File: src/rtl/sram_ctrl.sv
// -----------------------------------------------------------------------------
// sram_ctrl
// Initiator-side controller for the single-port synchronous `sram` block.
// Takes single-word writes and burst reads over a valid/ready request channel.
// Drives registered address, write-data and write-enable into the memory,
// allowing for its one-cycle registered read latency. Read words and write
// acknowledgements go out on a valid/ready response channel.
//
// Optional feature: define SRAM_CTRL_BOUND_CHK_EN to reject requests whose
// last word lies at or beyond WORD_DEPTH. Such a request gets a single error
// beat and never touches the memory. Without the macro, rsp_err is always 0
// and burst addresses wrap modulo 2^ADDR_WIDTH.
// -----------------------------------------------------------------------------
module sram_ctrl #(
    parameter int ADDR_WIDTH = 12,
    parameter int WORD_DEPTH = 4096,
    parameter int WORD_WIDTH = 16,
    parameter int LEN_WIDTH  = 4
) (
    input  logic                  clk,
    input  logic                  rst_n,
    // request channel
    input  logic                  req_valid,
    output logic                  req_ready,
    input  logic                  req_we,
    input  logic [ADDR_WIDTH-1:0] req_addr,
    input  logic [WORD_WIDTH-1:0] req_wdata,
    input  logic [LEN_WIDTH-1:0]  req_len,
    // response channel
    output logic                  rsp_valid,
    input  logic                  rsp_ready,
    output logic [WORD_WIDTH-1:0] rsp_data,
    output logic                  rsp_last,
    output logic                  rsp_err,
    // memory side
    output logic [ADDR_WIDTH-1:0] mem_addr,
    output logic [WORD_WIDTH-1:0] mem_wdata,
    output logic                  mem_we,
    input  logic [WORD_WIDTH-1:0] mem_rdata
);

    typedef enum logic [2:0] {
        IDLE,
        WR,
        RD_ADDR,
        RD_DATA,
        RESP
    } state_t;

    state_t               state;
    logic [LEN_WIDTH-1:0] beat_cnt;   // beats still to fetch after the current one
    logic                 req_oob;    // request's last word is outside the implemented depth

    // The implemented depth cannot exceed the address space.
    if (WORD_DEPTH > (1 << ADDR_WIDTH)) begin : g_depth_chk
        $error("sram_ctrl: WORD_DEPTH exceeds 2**ADDR_WIDTH");
    end

`ifdef SRAM_CTRL_BOUND_CHK_EN
    // Compute the burst end one bit wider than the address, so that a burst
    // running past the top of the address space counts as out of range rather
    // than wrapping back to a low address.
    logic [ADDR_WIDTH:0] req_end;

    assign req_end = {1'b0, req_addr}
                   + (req_we ? '0 : (ADDR_WIDTH+1)'(req_len));
    assign req_oob = (req_end >= (ADDR_WIDTH+1)'(WORD_DEPTH));
`else
    assign req_oob = 1'b0;
`endif

    // Requests are accepted only while nothing is in flight.
    assign req_ready = (state == IDLE);

    // Transaction sequencer; every memory-side and response output is a flop.
    // NOTE: sequential state uses non-blocking (<=) so all flops update together at the edge.
    always_ff @(posedge clk or negedge rst_n) begin
        if (!rst_n) begin
            state     <= IDLE;
            beat_cnt  <= '0;
            mem_addr  <= '0;
            mem_wdata <= '0;
            mem_we    <= 1'b0;
            rsp_valid <= 1'b0;
            rsp_data  <= '0;
            rsp_last  <= 1'b0;
            rsp_err   <= 1'b0;
        end else begin
            case (state)
                IDLE: begin
                    if (req_valid) begin
                        if (req_oob) begin
                            // Rejected: answer with one error beat and leave memory alone.
                            rsp_valid <= 1'b1;
                            rsp_data  <= '0;
                            rsp_last  <= 1'b1;
                            rsp_err   <= 1'b1;
                            state     <= RESP;
                        end else begin
                            mem_addr  <= req_addr;
                            mem_wdata <= req_wdata;
                            mem_we    <= req_we;
                            beat_cnt  <= req_we ? '0 : req_len;
                            state     <= req_we ? WR : RD_ADDR;
                        end
                    end
                end

                WR: begin
                    // The memory commits the word on this edge; acknowledge it.
                    mem_we    <= 1'b0;
                    rsp_valid <= 1'b1;
                    rsp_data  <= '0;
                    rsp_last  <= 1'b1;
                    state     <= RESP;
                end

                RD_ADDR: begin
                    // The memory registers mem[mem_addr] on this edge.
                    mem_we <= 1'b0;
                    state  <= RD_DATA;
                end

                RD_DATA: begin
                    rsp_data  <= mem_rdata;
                    rsp_valid <= 1'b1;
                    rsp_last  <= (beat_cnt == '0);
                    state     <= RESP;
                end

                RESP: begin
                    // Hold the beat until the consumer takes it.
                    if (rsp_ready) begin
                        rsp_valid <= 1'b0;
                        rsp_err   <= 1'b0;
                        if (rsp_last) begin
                            state <= IDLE;
                        end else begin
                            beat_cnt <= beat_cnt - 1'b1;
                            mem_addr <= mem_addr + 1'b1;   // wraps modulo 2^ADDR_WIDTH
                            state    <= RD_ADDR;
                        end
                    end
                end

                // NOTE: an explicit default keeps the case full; unreachable encodings recover to IDLE.
                default: state <= IDLE;
            endcase
        end
    end

endmodule

File: config.mk
export PLATFORM = sky130hd
export DESIGN_NAME = sram_ctrl
export DESIGN_NICKNAME = d
export VERILOG_FILES = /design/src/rtl/sram_ctrl.sv
export SDC_FILE = /design/constraint.sdc
export NUM_CORES = 1
export LEC_CHECK = 0
export ABC_AREA = 1
export BUFFER_PORTS_ARGS = -buffer_cell sky130_fd_sc_hd__buf_2
export CORE_MARGIN = 4
export CORE_UTILIZATION = 35
export CTS_CLUSTER_DIAMETER = 150
export CTS_CLUSTER_SIZE = 10
export DETAILED_ROUTE_END_ITERATION = 12
export PLACE_DENSITY_LB_ADDON = 0.1
export SETUP_SLACK_MARGIN = 0.15
export SYNTH_ARGS = -nofsm -noshare
export SYNTH_HDL_FRONTEND = slang
export SYNTH_SLANG_ARGS = --single-unit
export TNS_END_PERCENT = 10
File: constraint.sdc
create_clock -name clk -period 1.75 [get_ports clk]
set_input_delay 0.35 -clock clk [delete_from_list [all_inputs] [get_ports clk]]
set_output_delay 0.35 -clock clk [all_outputs]
set_load 0.005 [all_outputs]
======== Word-level counts from Yosys, hierarchy flattened ========
Index checks and enable logic that the tools add are counted.
storage, ports and cells
  word-level logic and storage cells ...... 50
  bits in registers ....................... 54
cells by class
  add/sub/neg operators ................... 2
  muxes and demuxes ....................... 20
  eq/ne operators ......................... 7
  reduce and logical (&&, ||, !) cells .... 13
operator list
  operator                                           count
  two-way mux 12 bit                                 3
  one-hot mux 16 bit (2 select lines)                1
  one-hot mux 12 bit (2 select lines)                1
  two-way mux 4 bit                                  4
  adder 12 x 1 -> 12 bit (second input constant)     1
  one-hot mux 3 bit (4 select lines)                 1
  one-hot mux 4 bit (2 select lines)                 1
  AND reduction 2 bit                                4
  nonzero test 2 bit                                 4
  == test 3 x 2 -> 1 bit (second input constant)     2
  two-way mux 3 bit                                  2
  != test 2 bit (second input constant)              3
  one-hot mux 1 bit (2 select lines)                 3
  zero test 4 bit                                    1
  two-way mux 2 bit                                  2
  AND reduction 4 bit                                1
  OR reduction 2 bit                                 2
  subtractor 4 x 1 -> 4 bit (second input constant)  1
  == test 3 x 1 -> 1 bit (second input constant)     1
  == test 3 bit (second input constant)              1
  zero test 3 bit                                    1
  two-way mux 1 bit                                  2

======== Longest topological paths before layout ========
Gate-level depths: netlist of the first run.
  depth after elaboration ................. 4
  depth in mapped cells ................... 9
  gate-level depth less buffers ........... 8

======== Worst setup path before layout of the first run ========
OpenSTA, ideal clock, no wires.
  kind .................................... register -> register
  from .................................... reg state[2]
  to ...................................... reg mem_wdata[10]
  slack ................................... 0.422 ns
  arrival time ............................ 1.212 ns
  buffers on the path ..................... 1
  setup time .............................. 0.116 ns
  stages on the path, launching flop included .. 10
  data required time ...................... 1.634 ns
  cells stage by stage .................... dfrtp_1 inv_2 nand2_2 nor2_2 inv_2 nor2_8 inv_2 buf_6 nand2_1 nand2_1
on the way
  cells in the longest elaborated chain, start to end .. 2
ends and longest elaborated chain
  what                                  line  RTL
  start, declared                       50    state_t state;
  start signal, assigned                104   state <= req_we ? WR : RD_ADDR;
  zero test 3 bit                       --
  via req_ready                         24    output logic req_ready,
  AND reduction 2 bit (no source line)  --
  end signal, assigned                  101   mem_wdata <= req_wdata;
  end, declared                         37    output logic [WORD_WIDTH-1:0] mem_wdata,
The timed path passes the listed nets, and every way through them passes these cells.
A chain may end at the register's enable or synchronous reset.

======== Worst setup path in the final report of the first run ========
  from .................................... reg state[2]
  to ...................................... out req_ready
on the way
  cells in the longest elaborated chain, start to end .. 1
ends and longest elaborated chain
  what             line  RTL
  zero test 3 bit  73    assign req_ready = (state == IDLE);
  end, declared    24
No other way between the ends.

==> flow_summary.yaml, run 1 <==
run_status:
  status: "finished, final reports clean"
routing:
  drcViolationCount: 0
  first_pass_iters: 4
  dr.first_iter.drc_count: 104
  route.antenna.remaining_nets: 0
  totalWireLength_um: 6430
  wl_per_cell_um: 12.3
  vias: 2400
  via_per_inst: 4.58
sta:
  fin_crit_ns: 1.53
  slew_viol_final: 0
  fin_crit_sh_pct: 87.7
  fin_tns_setup_ns: 0
  setup_viol: 0
  hold_viol_final: 0
  timing.fmax_mhz: 652
  worst_slew_pin_slew_ns: 0.498
  final.setup.worst_slack_ns: 0.215
  max_slew_margin_pct: 66.7
  finClkSkew_ns: 0.00670
  rsz0062_at_grt: "true"
die:
  rows: 31
  coreArea_mm2: 0.00729
  die-width_um: 94.6
  dieArea_mm2: 0.00896
  die_h_um: 94.6
  io-pin-count: 102
  initial_core_util_pct: 36.0
worst_setup_path:
  rr_worst_depth: 6
  cp.required_ns: 1.40
  worstSetupStartpointType: "flip-flop"
  crit_arrival_ns: 1.18
  cp_slowest_cell: "dfrtp_1"
  critPathTopFamily: "flip-flops"
  critical-path-max-stage-delay_ns: 0.41
  path_buf_inv: 2
  cp_max_fo: 3
  path_cells: "inv_2 -> nand2_2 -> nor2_4 -> buf_2"
  worst-path-stages: 4
  end_kind: "output port"
  crit_type: "flip-flop to output port"
synth:
  syn_area_mm2: 0.00263
  ys_seq_area_share_pct: 51.4
  syn_nets: 373
  synth_area_per_cell_um2: 8.26
  synth_top_area_cell: "dfrtp_1"
  synthArstFlopShare_pct: 100
  synth_cell_types: 29
  synth_edf_count: 0
  ys_warn_count: 0
  syn-instance-count: 318
  synth-main-ff-cell: "dfrtp_1"
  ys_ff_latch: 54
  synth_area_leaders: "dfrtp_1 (51%), nand2_1 (17%), a22o_1 (5.3%)"
  netlist.area_leader.share_pct: 51.4
placement:
  gp_congestion: 0.788
  io_buffers: 100
  dp_hpwl_um: 4520
  dp_slack_ns: 0.233
clocking:
  cts-buffers-inserted: 5
  cts.clk_slew.worst_paths_ns: 0.10
  cts_root_buffer: "clkbuf_8"
  worstSkewPairLatency_ns: 0.31
  cts_tree: "yes"
  clock-sinks: 54
  cts_buffer_depth: 2
  htreeDepth: 2
power:
  switching_share_pct: 42.0
  powerDensity_mw_per_mm2: 1600
  power.leakage_nw: 1.91
  p_seq_share_pct: 39.7
  p_sw_mw: 2.26
  ir_worst_vdd_mv: 0.419
  pwr-share-clk_pct: 13.6
  p_comb_share_pct: 46.7
  finalPower_mw: 5.38
  intPower_mw: 3.12
final_layout:
  final_layout_size_suffix_gt1_share_pct: 30.6
  synthToLayoutAreaGrowth_pct: 28.4
  fill_cells: 777
  fin_nets: 479
  utilization_pct: 46.3
  num_antenna_cells: 0
global_routing:
  antenna_found_initial: 0
  grt_pass1_wl_um: 10400
  grt_start_max_net_pins: 55
  grt.total_usage_pct: 14.5
  gr-total-overflow: 0
  grt_pass1_vias: 2244
hold_path:
  min_path_type: "primary input to asynchronous set/reset pin"
run:
  cap_violations: 0
worst reg2reg max path: stages, from the launching register on:
cell,delay [ns]
dfrtp_1,0.46
nor2_1,0.15
o21ai_0,0.11
inv_1,0.16
nand3_2,0.26
o21ai_1,0.22
nand2_1,0.07
cells by family (layout without fill, tap and decap cells):
group | after synthesis | after routing | share of synthesized area [%]
other | 1 | 1 | 0.143
adder cells (fa/ha/maj) | 2 | 2 | 0.952
AND/OR/NAND/NOR | 181 | 182 | 30.2
AO/OA/AOI/OAI | 38 | 38 | 9.67
flip-flops | 54 | 54 | 51.4
XOR/XNOR | 2 | 2 | 0.667
buffers and inverters | 40 | 146 | 6.95
final cells by class:
cell class | count | area [um^2] | area share (%)
Timing Repair Buffer | 107 | 578 | 17.1
Multi-Input combinational cell | 225 | 1110 | 32.9
Clock buffer | 6 | 82.6 | 2.45
Inverter | 31 | 116 | 3.45
Tap cell | 99 | 124 | 3.67
Clock inverter | 2 | 12.5 | 0.371
Sequential cell | 54 | 1350 | 40.1
synthesized netlist by cell type, types with 3 or more instances:
cell     instances
a21oi_1          3
a22o_1          16
buf_4            4
dfrtp_1         54
inv_1           25
inv_2            6
nand2_1        121
nand3_1         15
nand4_1          7
nor2_1          27
o21ai_0         13
o21ai_1          4
stage by stage:
stage	hold WS, ns	instance area (um^2)	instances
2_1_floorplan	0.0544	2630	318
3_3_place_gp	0.371	3230	512
3_5_place_dp	0.382	3230	512
4_1_cts	0.0390	3320	520
5_1_grt	0.0437	3370	524
6_report	0.0255	3370	524
worst paths after layout:
path | startpoint | end | slack (ns)
setup / recovery | state[2] | req_ready | 0.22
hold / removal | rst_n | mem_addr[0] | 0.03
setup reg to reg | state[1] | beat_cnt[2] | 0.23
hold reg to reg | mem_wdata[0] | mem_wdata[0] | 0.47
max in group asynchronous | rst_n | rsp_last | 1.48
min in group clk | req_wdata[1] | mem_wdata[1] | 0.24
per-layer routing:
layer	vias to the layer above	global-route usage [%]	routed length (um)
met5	-	0	0
met4	0	4.81	89
met3	9	4.06	484
met2	79	22.7	2910
met1	1083	19.2	2940
li1	1229	-	-
sequential cells by signal, indices dropped and copies added, names as in the netlist:
name and count:
beat_cnt 4, mem_addr 12, mem_wdata 16, mem_we 1
rsp_data 16, rsp_last 1, rsp_valid 1, state 3
layout by cell type, fill, tap and decap left out, drive strengths merged:
| cell type | instances |
|---|---|
| nand2 | 124 |
| buf | 107 |
| dfrtp | 54 |
| nor2 | 31 |
| inv | 31 |
| nand3 | 17 |
| o21ai | 17 |
| a22o | 16 |
| nand4 | 7 |
| clkbuf | 6 |
| a21oi | 3 |
| nand3b | 2 |
| ha | 2 |
| a31oi | 1 |
| xnor2 | 1 |
| xor2 | 1 |
| nor3 | 1 |
| a211oi | 1 |
| conb | 1 |
| clkinvlp | 1 |
| clkinv | 1 |
timing repair:
action                     4_1_cts  5_1_grt
setup endpoints to repair        0       12
gates resized for setup          0        1
setup buffers                    0        3
hold buffers                     0        0
power by group through the flow:
stage	clock, mW	sequential (mW)	combinational, mW
final	0.732	2.14	2.52
after global routing	0.809	2.22	2.92
after CTS	0.763	2.14	2.39
after detailed placement	0	2.15	2.39
after global placement	0	2.15	2.35
after floorplan	0	2.15	1.57
Note: power is estimated with default switching activity, not from simulation.
==> run 2, diff against run 1 <==
--- a/config.mk
+++ b/config.mk
@@ -5,7 +5,7 @@
 export SDC_FILE = /design/constraint.sdc
 export NUM_CORES = 1
 export LEC_CHECK = 0
-export ABC_AREA = 1
+export ABC_AREA = 0
 export BUFFER_PORTS_ARGS = -buffer_cell sky130_fd_sc_hd__buf_2
 export CORE_MARGIN = 4
 export CORE_UTILIZATION = 35
@@ -13,6 +13,7 @@
 export CTS_CLUSTER_SIZE = 10
 export DETAILED_ROUTE_END_ITERATION = 12
 export PLACE_DENSITY_LB_ADDON = 0.1
+export RECOVER_POWER = 50
 export SETUP_SLACK_MARGIN = 0.15
 export SYNTH_ARGS = -nofsm -noshare
 export SYNTH_HDL_FRONTEND = slang
==> flow_summary.yaml, run 2 <==
routing:
  wl_met2_um: 2710
  route.antenna.remaining_nets: 0
  totalWireLength_um: 6170
  highest_layer: "met4"
  wl_per_cell_um: 13.5
  via_per_inst: 4.71
  dr_wl_met3_um: 506
  wl_met1_um: 2890
  vias: 2153
  first_pass_iters: 5
  dr.first_iter.drc_count: 46
  drcViolationCount: 0
die:
  io-pin-count: 102
  initial_core_util_pct: 35.8
  dieArea_mm2: 0.00882
  coreArea_mm2: 0.00721
  die-width_um: 93.9
  die_h_um: 93.9
  rows: 31
placement:
  gp_congestion: 0.778
  io_buffers: 100
  placed_cell_area_mm2: 0.00318
  dp_slack_ns: 0.156
  dp_hpwl_um: 4370
clocking:
  cts.clk_slew.worst_paths_ns: 0.09
  worstSkewPairLatency_ns: 0.31
  cts-hold-fix-buffers: 0
  htreeDepth: 2
  cts_tree: "yes"
  clock-sinks: 54
  cts-buffers-inserted: 5
  cts_root_buffer: "clkbuf_8"
  cts_buffer_depth: 2
synth:
  syn-instance-count: 257
  synth_edf_count: 0
  synth_area_leaders: "dfrtp_1 (52%), nand2_1 (6.5%), o21ai_0 (6.0%)"
  yosys-top-cells-count: "dfrtp_1 (54), nand2_1 (45), o21ai_0 (31)"
  synth_area_per_cell_um2: 10.0
  yosysMostFrequentCell: "dfrtp_1"
  synth_cell_types: 49
  syn_nets: 312
  ys_ff_latch: 54
  synthArstFlopShare_pct: 100
  syn_area_mm2: 0.00258
  ys_seq_area_share_pct: 52.3
  synth-main-ff-cell: "dfrtp_1"
  synth_top_area_cell: "dfrtp_1"
  ys_warn_count: 0
  netlist.area_leader.share_pct: 52.3
run:
  cap_violations: 0
global_routing:
  grt.total_usage_pct: 13.8
  grt_start_max_net_pins: 55
  grt_pass1_wl_um: 9630
  antenna_found_initial: 0
  gr-total-overflow: 0
  grt_pass1_vias: 2034
power:
  p_seq_share_pct: 40.3
  finalPower_mw: 5.61
  powerDensity_mw_per_mm2: 1700
  p_sw_mw: 2.11
  switching_share_pct: 37.6
  power.leakage_nw: 1.56
  pwr-share-clk_pct: 15.2
  intPower_mw: 3.50
  p_comb_share_pct: 44.5
  ir_worst_vdd_mv: 0.507
worst_setup_path:
  worstSetupStartpointType: "flip-flop"
  reg2reg_slack_ns: 0.14
  r2r_end: "mem_addr[7]"
  rr_worst_depth: 4
  cp_slowest_cell: "or3b_4"
  end_kind: "flip-flop"
  cp.required_ns: 1.95
  reg2reg_from: "state[2]"
  path_cells: "or3b_4 -> a41o_1 -> a21oi_1 -> a21oi_1"
  path_buf_inv: 0
  critical-path-max-stage-delay_ns: 0.55
  crit_arrival_ns: 1.81
  critPathTopFamily: "simple AND/OR/NAND/NOR gates"
  crit_top_cell: "a21oi_1"
  crit_type: "flip-flop to flip-flop"
  cp_max_fo: 22
sta:
  setup_viol: 0
  worst_slew_pin_slew_ns: 1.33
  hold_viol_final: 0
  rsz0062_at_grt: "true"
  finClkSkew_ns: 0.00413
  max_slew_margin_pct: 11.2
  fin_crit_ns: 1.61
  fin_tns_setup_ns: 0
  final.setup.worst_slack_ns: 0.140
  fin_crit_sh_pct: 92.0
  timing.fmax_mhz: 621
  slew_viol_final: 0
final_layout:
  final_cell_mix: "buf_2 (88), dfrtp_1 (54), nand2_1 (45)"
  synthToLayoutAreaGrowth_pct: 28.0
  fin_nets: 413
  reg_top3: "mem_wdata x16, rsp_data x16, mem_addr x12"
  stdcell_area_mm2: 0.00330
  final_layout_size_suffix_gt1_share_pct: 35.5
  layout_commonest_cell: "buf_2"
  num_antenna_cells: 0
hold_path:
  holdPathEnd: "mem_wdata[9]"
  hold_depth: 2
  hp-start: "req_wdata[9]"
  min_path_type: "primary input to flip-flop"
run_status:
  status: "finished, final reports clean"
==> run 2: cell count changes after synthesis, moves of 16 or more <==
| cell | delta |
|---|---|
| nor2_1 | -16 |
| inv_1 | -20 |
| a22o_1 | -16 |
| nand2_1 | -76 |
| a21oi_1 | +17 |
| o21ai_0 | +18 |
==> run 2: power by group through the flow <==
stage               Clock [mW]  Combinational, mW  Sequential (mW)
floorplan                    0               1.53             2.28
global placement             0               2.42             2.27
detailed placement           0               2.45             2.27
CTS                      0.888               2.55             2.26
global route             0.939               2.83             2.35
finish                   0.853               2.50             2.26
==> run 2: worst reg2reg max path: stages (launching register included) <==
cell and delay, ns:
dfrtp_1 0.52, or3b_4 0.55, a41o_1 0.25, a21oi_1 0.14, a21oi_1 0.05
==> run 2: metal layers <==
layer	track usage, %	up-vias
met5	0	-
met1	18.2	980
li1	-	1099
met3	4.65	8
met4	4.33	0
met2	21.4	66
==> run 2: through the flow <==
stage / std cells / util (%) / hold WS [ns]
after floorplan: 257 / - / 0.0544
after global placement: 447 / 44.0 / 0.376
after detailed placement: 447 / 44.0 / 0.372
after CTS: 456 / 46.0 / 0.0389
after global routing: 457 / 45.8 / 0.236
final: 457 / 45.8 / 0.248
==> run 2: logic make-up after synthesis <==
group	after synthesis	synth area share (%)
other	1	0.145
muxes	17	7.36
AOI/OAI and AO/OA	74	17.1
adders and majority gates	2	0.969
buffers and inverters	23	5.04
DFF	54	52.3
and+or+nand+nor	86	17.1
==> run 2: worst max-delay path by stage <==
stage	startpoint	end	slack [ns]	cells after the start
floorplan	state[0]	mem_wdata[6]	0.20	5
global placement	state[0]	mem_wdata[0]	0.18	3
detailed placement	state[0]	mem_wdata[3]	0.16	3
CTS	state[2]	mem_wdata[3]	0.15	3
global route	state[2]	mem_addr[7]	0.07	4
finish	state[2]	mem_addr[7]	0.14	4
==> run 2: cell type report <==
cell class,instances,area [um^2]
fill,755,3910
timing repair buffer,111,578
tap,99,124
clock buffer,6,82.6
clock inverter,1,30.0
multi-input combinational,181,1120
sequential,54,1350
inverter,5,18.8
==> run 2: repair_timing <==
action                     CTS  global route
setup buffers                2             0
pin swaps                    1             1
gates resized for setup      1             2
setup endpoints to repair    5            27
gates cloned                 0             1
==> run 3, diff against run 2 <==
--- a/config.mk
+++ b/config.mk
@@ -8,7 +8,7 @@
 export ABC_AREA = 0
 export BUFFER_PORTS_ARGS = -buffer_cell sky130_fd_sc_hd__buf_2
 export CORE_MARGIN = 4
-export CORE_UTILIZATION = 35
+export CORE_UTILIZATION = 48
 export CTS_CLUSTER_DIAMETER = 150
 export CTS_CLUSTER_SIZE = 10
 export DETAILED_ROUTE_END_ITERATION = 12
==> flow_summary.yaml, run 3 (synthesis gave the netlist of run 2 again) <==
clocking:
  cts.clk_slew.worst_paths_ns: 0.09
  cts_root_buffer: "clkbuf_8"
  htreeDepth: 2
  cts_tree: "yes"
  cts-hold-fix-buffers: 0
  worstSkewPairLatency_ns: 0.30
  cts-buffers-inserted: 5
  cts_buffer_depth: 2
  clock-sinks: 54
sta:
  finClkSkew_ns: 0.00846
  worst_slew_pin_slew_ns: 1.30
  fin_crit_ns: 1.60
  max_slew_margin_pct: 13.4
  setup_viol: 0
  hold_viol_final: 0
  rsz0062_at_grt: "true"
  fin_tns_setup_ns: 0
  slew_viol_final: 0
  fin_crit_sh_pct: 91.5
  timing.fmax_mhz: 625
power:
  power.leakage_nw: 1.57
  powerDensity_mw_per_mm2: 1710
  finalPower_mw: 5.62
  ir_worst_vdd_mv: 0.760
final_layout:
  fill_cells: 452
  final_layout_size_suffix_gt1_share_pct: 37.0
  reg_top3: "mem_wdata x16, rsp_data x16, mem_addr x12"
  fin_nets: 416
  final_cell_mix: "buf_2 (89), dfrtp_1 (51), nand2_1 (45)"
  num_antenna_cells: 0
  synthToLayoutAreaGrowth_pct: 27.4
  seqCellArea_mm2: 0.00136
  multi_input_area_mm2: 0.00111
  layout_commonest_cell: "buf_2"
hold_path:
  min_path_type: "primary input to flip-flop"
  hp-start: "req_wdata[13]"
  holdPathEnd: "mem_wdata[13]"
  hold_depth: 2
worst_setup_path:
  cp.required_ns: 1.40
  path_cells: "or2_4 -> nor2_1 -> buf_2"
  reg2reg_from: "state[1]"
  critPathTopFamily: "flip-flops"
  cp_slowest_cell: "dfrtp_2"
  worstSetupStartpointType: "flip-flop"
  rr_worst_depth: 6
  path_buf_inv: 1
  critical-path-max-stage-delay_ns: 0.43
  reg2reg_slack_ns: 0.18
  crit_type: "flip-flop to output port"
  crit_arrival_ns: 1.25
  cp_max_fo: 6
  r2r_end: "beat_cnt[2]"
  end_kind: "output port"
routing:
  via_per_inst: 5.13
  drcViolationCount: 0
  first_pass_iters: 4
  dr.first_iter.drc_count: 95
  totalWireLength_um: 5980
  route.antenna.remaining_nets: 0
  wl_per_cell_um: 13.8
  vias: 2217
die:
  die_h_um: 81.4
  initial_core_util_pct: 49.9
  die-width_um: 81.4
  rows: 26
  io-pin-count: 102
  dieArea_mm2: 0.00662
  coreArea_mm2: 0.00517
run_status:
  status: "finished, final reports clean"
global_routing:
  grt_pass1_wl_um: 9430
  grt_start_max_net_pins: 55
  grt.total_usage_pct: 18.2
  gr-total-overflow: 0
  grt_pass1_vias: 2080
  antenna_found_initial: 0
placement:
  dp_hpwl_um: 4180
  gp_congestion: 0.787
  io_buffers: 100
run:
  cap_violations: 0
-- run 3: worst max path at each step --
stage | end | cells past startpoint | from
2_1_floorplan | mem_wdata[6] | 5 | state[0]
3_3_place_gp | mem_wdata[2] | 3 | state[0]
3_5_place_dp | mem_wdata[8] | 3 | state[0]
4_1_cts | req_ready | 3 | state[0]
5_1_grt | beat_cnt[2] | 6 | state[1]
6_report | req_ready | 3 | state[0]
-- run 3: cell type report --
type,instances,area share (%)
repair buffers,115,18.5
flip-flops and latches,54,41.2
multi-input cells,180,33.7
well taps,70,2.66
clock buffers,5,2.09
inverters,5,0.571
clock inverters,3,1.22
-- run 3: layer usage --
metal  global-route usage [%]  wire length (um)  up-vias
li1                         -                 -     1107
met1                     23.0              2580     1024
met2                     30.9              2870       82
met3                     4.99               493        4
met4                     4.56                47        0
met5                        0                 0        -
-- run 3: repair_timing --
action                                  4_1_cts  5_1_grt
pin swaps                                     1        1
endpoints found under the setup margin       19       24
gates resized for setup                       3        3
buffers inserted                              3        2
gates cloned                                  0        1
-- run 3: stage by stage --
step	util (%)	cells	setup slack [ns]	hold WS, ns	area [um^2]
2_1_floorplan	-	257	0.204	0.0544	2580
3_3_place_gp	60.7	418	0.133	0.371	3140
3_5_place_dp	60.7	418	0.0873	0.368	3140
4_1_cts	63.3	429	0.132	0.0307	3280
5_1_grt	63.6	432	0.0843	0.244	3290
6_report	63.6	432	0.149	0.259	3290
-- run 3: power breakdown --
part	switching [mW]	leakage [nW]	internal (mW)	total (mW)
Clock	0.395	0.0579	0.421	0.816
Combinational	1.32	0.849	1.22	2.54
Sequential	0.425	0.662	1.84	2.27
Total	2.13	1.57	3.49	5.62
